--- config.mk ---
export PLATFORM = sky130hd
export DESIGN_NAME = instr_loader
export DESIGN_NICKNAME = d
export VERILOG_FILES = /design/src/rtl/instr_loader.sv
export SDC_FILE = /design/constraint.sdc
export NUM_CORES = 1
export LEC_CHECK = 0
export CELL_PAD_IN_SITES_DETAIL_PLACEMENT = 0
export CELL_PAD_IN_SITES_GLOBAL_PLACEMENT = 2
export CORE_UTILIZATION = 31
export DETAILED_ROUTE_END_ITERATION = 6
export GPL_TIMING_DRIVEN = 1
export HOLD_SLACK_MARGIN = 0.12
export PLACE_DENSITY = 0.86
export SYNTH_ARGS = -nofsm -noshare
export SYNTH_HDL_FRONTEND = slang
export SYNTH_SLANG_ARGS = --single-unit
--- constraint.sdc ---
create_clock -name clk -period 2 [get_ports clk]
set_clock_uncertainty 0.2 [all_clocks]
set_input_delay 0.4 -clock clk [delete_from_list [all_inputs] [get_ports clk]]
set_output_delay 0.4 -clock clk [all_outputs]
set_load 0.01 [all_outputs]
--- src/rtl/instr_loader.sv ---
// rtl/instr_loader.sv - streams instruction words into memory, from address 0 upward
// Optionally pads the unused tail of memory with a fill word.
module instr_loader #(
  parameter int                DATA_W    = 9,
  parameter int                ADDR_W    = 8,
  parameter int                DEPTH     = 256,
  parameter int                FILL_EN   = 1,
  parameter logic [DATA_W-1:0] FILL_WORD = {DATA_W{1'b1}}
) (
  input  logic              clk,
  input  logic              reset_n,
  input  logic              start,
  input  logic              in_valid,
  input  logic [DATA_W-1:0] in_data,
  input  logic              in_last,
  output logic              in_ready,
  output logic              wr_en,
  output logic [ADDR_W-1:0] wr_addr,
  output logic [DATA_W-1:0] wr_data,
  output logic              busy,
  output logic              done,
  output logic              overflow,
  output logic [ADDR_W:0]   word_count
);

  localparam logic [2:0] S_IDLE = 3'd0;
  localparam logic [2:0] S_LOAD = 3'd1;
  localparam logic [2:0] S_FILL = 3'd2;
  localparam logic [2:0] S_DONE = 3'd3;
  localparam logic [2:0] S_ERR  = 3'd4;

  localparam logic [ADDR_W-1:0] LAST_ADDR = ADDR_W'(DEPTH - 1);

  logic [2:0]        state;
  logic [ADDR_W-1:0] ptr;
  logic              accept;

  assign in_ready = (state == S_LOAD);
  assign busy     = (state == S_LOAD) || (state == S_FILL);
  assign accept   = in_valid & in_ready;

  always_ff @(posedge clk or negedge reset_n) begin
    if (!reset_n) begin
      state      <= S_IDLE;
      ptr        <= '0;
      wr_en      <= 1'b0;
      wr_addr    <= '0;
      wr_data    <= '0;
      done       <= 1'b0;
      overflow   <= 1'b0;
      word_count <= '0;
    end else begin
      wr_en <= 1'b0;
      case (state)
        S_IDLE, S_DONE, S_ERR: begin
          if (start) begin
            state      <= S_LOAD;
            done       <= 1'b0;
            overflow   <= 1'b0;
            word_count <= '0;
            ptr        <= '0;
          end
        end
        S_LOAD: begin
          if (accept) begin
            wr_en      <= 1'b1;
            wr_addr    <= ptr;
            wr_data    <= in_data;
            word_count <= word_count + 1'b1;
            // ptr saturates at the top address so it never wraps within a load
            if (ptr != LAST_ADDR) ptr <= ptr + 1'b1;
            if (in_last) begin
              if ((ptr != LAST_ADDR) && (FILL_EN != 0)) begin
                state <= S_FILL;
              end else begin
                state <= S_DONE;
                done  <= 1'b1;
              end
            end else if (ptr == LAST_ADDR) begin
              state    <= S_ERR;
              overflow <= 1'b1;
            end
          end
        end
        S_FILL: begin
          wr_en   <= 1'b1;
          wr_addr <= ptr;
          wr_data <= FILL_WORD;
          if (ptr == LAST_ADDR) begin
            state <= S_DONE;
            done  <= 1'b1;
          end else begin
            ptr <= ptr + 1'b1;
          end
        end
        default: state <= S_IDLE;
      endcase
    end
  end

endmodule

==> results summary <==
The number of warnings printed during yosys synthesis came out at 0. The total congestion overflow after global routing came out at 0. Among all stages on the critical path, the largest delay is contributed by sky130_fd_sc_hd__or4_1. The number of global-route vias before repair came out at 1633. The starting utilization of the core area is 32.8%. After synthesis, the largest family of logic cells by area is simple AND/OR/NAND/NOR gates. The synthesized area divided by synthesized cell count is 9.89 um2. No sink is reached through more buffers than the 2 on the longest clock path.

The final standard cell area without fillers is 0.00277 mm2. The ratio of cells with drive above 1 in the final layout came out at 18.4%. The routed design could run at a clock period as short as 1.92 ns. The clock input transition at the sequential cells of the worst setup and hold paths is 0.08 ns. The initial antenna violation count came out at 0. The area share of the largest cell type after synthesis came out at 50.3%. The post-synthesis compound-gate area fraction is 13.6%.

Yosys attributes the largest share of cell area to sky130_fd_sc_hd__dfrtp_1, sky130_fd_sc_hd__nand2_1, sky130_fd_sc_hd__nand3_1. In this run the worst hold path is classified as flip-flop to flip-flop. The tree is rooted in a sky130_fd_sc_hd__clkbuf_8. The post-synthesis xor/xnor area fraction came out at 1.76%.

The post-synthesis adder-cell area fraction is 1.26%. Once detail routing completed, the nets flagged for antenna violations numbered 0. The number of top-level pins came out at 45. sky130_fd_sc_hd__dfrtp_1 takes more of the synthesized area than any other cell. The data arrival time of the critical path is 1.94 ns. The run finished with clean final reports. The CTS tree is built. The peak supply drop is 703 uV. STA classifies the critical path startpoint as a flip-flop.

Across all setup checks in the final design, the least slack found is 0.0813 ns. The total DRC errors in the routed layout came out at 0. In this run the tightest slew margin relative to its limit is 71.3%. In this run the power density over the cells is 1350 mW/mm2. After synthesis, the most frequently instantiated cells are sky130_fd_sc_hd__dfrtp_1, sky130_fd_sc_hd__nand2_1, sky130_fd_sc_hd__nand3_1. The max-cap violation count came out at 0. The part of the cycle the worst path needs is 95.9%.

The die height came out at 82.1 um. At the worst endpoint, the required time is 2.02 ns. The floorplan step set the die width to 82.1 um. Buffers inserted during clock tree synthesis total 5.

The via total after detailed routing is 1718. The worst reg2reg path depth is 5. Entering global routing, the biggest net connects 21 pins.

The area growth from synthesis to final layout is 39.2%. The maximum level of the CTS H-tree came out at 2. After synthesis the netlist holds a flip-flop and latch count of 40. Timing would allow up to 521 MHz. The sum of buffers and inverters on the critical path is 1.

Setup repair after global routing left no endpoint under its margin. The hold violation total from the final report is 0. The number of cells in the design after placement came out at 333.

Yosys instantiated no cell more often than sky130_fd_sc_hd__dfrtp_1. Yosys mapped a number of flops with a built-in enable equal to 0. The total length of routed wires is 4.86 mm. The portion of total power attributed to the clock network came out at 19.0%. The post-detailed-placement half-perimeter wirelength came out at 3.55 mm.

After technology mapping, the gate count stands at 201. CTS saw 40 sinks. The maximum fanout encountered on the critical timing path came out at 9.

The slew at the pin closest to its max-slew limit came out at 0.430 ns. The part of the total power dissipated in sequential elements came out at 32.8%. The area of the core came out at 0.00606 mm2. The worst slack at placement is -0.221 ns. The number of cells on the critical path is 5. The share of synthesized area spent on multiplexers is 5.85%.

For flop-to-flop paths, the worst setup slack is 0.08 ns. The switching power came out at 1.35 mW. The share of total power dissipated in combinational logic is 48.2%.

The detailed-route wire length per cell came out at 14.2 um. Of the total synthesized cell area, the portion taken by AND, OR, NAND and NOR gates is 22.8%. The delay of the slowest cell on the worst path came out at 0.47 ns. Overall power consumption after layout is estimated at 3.74 mW. The total of endpoints with negative setup slack in the final report came out at 0.

The count of inserted antenna diode cells came out at 0. The count of pins over their slew limit came out at 0. The clock insertion delay at the later pin of the skew report came out at 0.29 ns. The most used flip-flop cell after synthesis is sky130_fd_sc_hd__dfrtp_1. At the end of routability-driven placement, the weighted congestion stood at 0.760. The final-layout setup total negative slack is 0 ns. The cell depth of the worst hold path came out at 2. STA classifies the critical path endpoint as a flip-flop. Synthesis produced a netlist with a net count of 217.

The critical path is of the flip-flop to flip-flop type. The static leakage is 1.25 nW. The total cell area at the placement stage is 0.00263 mm2. The iteration count of the initial detailed-routing pass is 4. Traced cell by cell, the critical path runs through buf_4 -> and4bb_1 -> nand2_1 -> or4_1 -> a21oi_1. In this design, the largest share of critical-path delay is due to simple AND/OR/NAND/NOR gates. The internal power contribution is 2.38 mW. The final layout net count is 282.

During placement, the flow inserted port buffers numbering 44. The number of placement rows came out at 28. The die covers 0.00674 mm2. The wire length of the first global-routing pass is 8.29 mm.

The post-synthesis cell area is 0.00199 mm2. The iteration-0 DRC count of the detailed router came out at 87. Counting flops with an async set or reset pin after synthesis yields a share of 100%. The number of library cell types mapped by synthesis is 48. Global routing used 16.3% of the available tracks across all layers. The per-cell via count in the routed design came out at 5.02. The number of cells in the finished layout apart from fillers came out at 342.

Net switching is 36.2% of the power. The sequential cell area fraction in the yosys report came out at 50.3%.
## metrics by stage
stage	hold slack [ns]	utilization [%]
floorplan	-0.0956	-
global placement	0.166	43.4
detailed placement	0.163	43.4
CTS	0.301	45.6
global route	0.329	45.7
finish	0.293	45.7
## final timing paths
path | end | startpoint
hold / removal | wr_data[2] | wr_data[2]
hold reg to reg | wr_data[2] | wr_data[2]
setup reg to reg | word_count[8] | state[1]
min in group asynchronous | word_count[7] | reset_n
setup / recovery | word_count[8] | state[1]
max in group asynchronous | state[1] | reset_n
## cell families (layout without fill, tap and decap cells)
kind of cell	after synthesis	after routing
xor gates and xnor gates	4	4
muxes	9	9
adders and majority gates	2	2
and+or+nand+nor	89	89
buffers and inverters	18	84
AOI/OAI and AO/OA	39	39
DFF	40	40
## power by group through the flow
stage          clock network (mW)  registers (mW)  logic (mW)
3_3_place_gp                    0            1.24        1.80
3_5_place_dp                    0            1.24        1.82
2_1_floorplan                   0            1.31       0.914
5_1_grt                     0.761            1.26        2.01
6_report                    0.710            1.23        1.80
4_1_cts                     0.731            1.22        1.82
## tightest hold or removal path: stages (launching register included)
cell and delay [ns]:
sky130_fd_sc_hd__dfrtp_1 0.35, sky130_fd_sc_hd__nand2_1 0.05, sky130_fd_sc_hd__nand3_1 0.07
## cells in the final DEF, fill, tap and decap left out, drive strengths merged, types with 6 or more instances in the layout
cell type,instances
a21oi,6
a31oi,6
buf,24
clkbuf,7
clkdlybuf4s50,41
dfrtp,40
inv,8
mux2,6
nand2,32
nand3,19
nor2,9
o21ai,7
## metal layers
metal  GRT usage [%]  vias up  wire length, um
li1                -      849                -
met1            23.7      829             2530
met2            24.6       36             2090
met3            2.78        4              194
met4            4.74        0               46
met5               0        -                0
## state kept, by name, indices dropped and copies added (netlist names)
name,flops
word_count,9
wr_data,9
ptr,8
wr_addr,8
state,3
done,1
overflow,1
wr_en,1
## cell type report
cell class / count / area (um2)
multi-input cells: 143 / 908
clock inverters: 2 / 38.8
fillers: 598 / 3290
clock buffers: 6 / 82.6
repair buffers: 68 / 612
inverters: 8 / 30.0
flip-flops and latches: 40 / 1000
well taps: 75 / 93.8
## repair_timing
item,in CTS,in global routing
hold buffers,1,0
gates resized for setup,2,5
setup buffers,0,0
setup endpoints to repair,2,6
endpoints found under the hold margin,17,0
(Power assumes the default switching activity.)
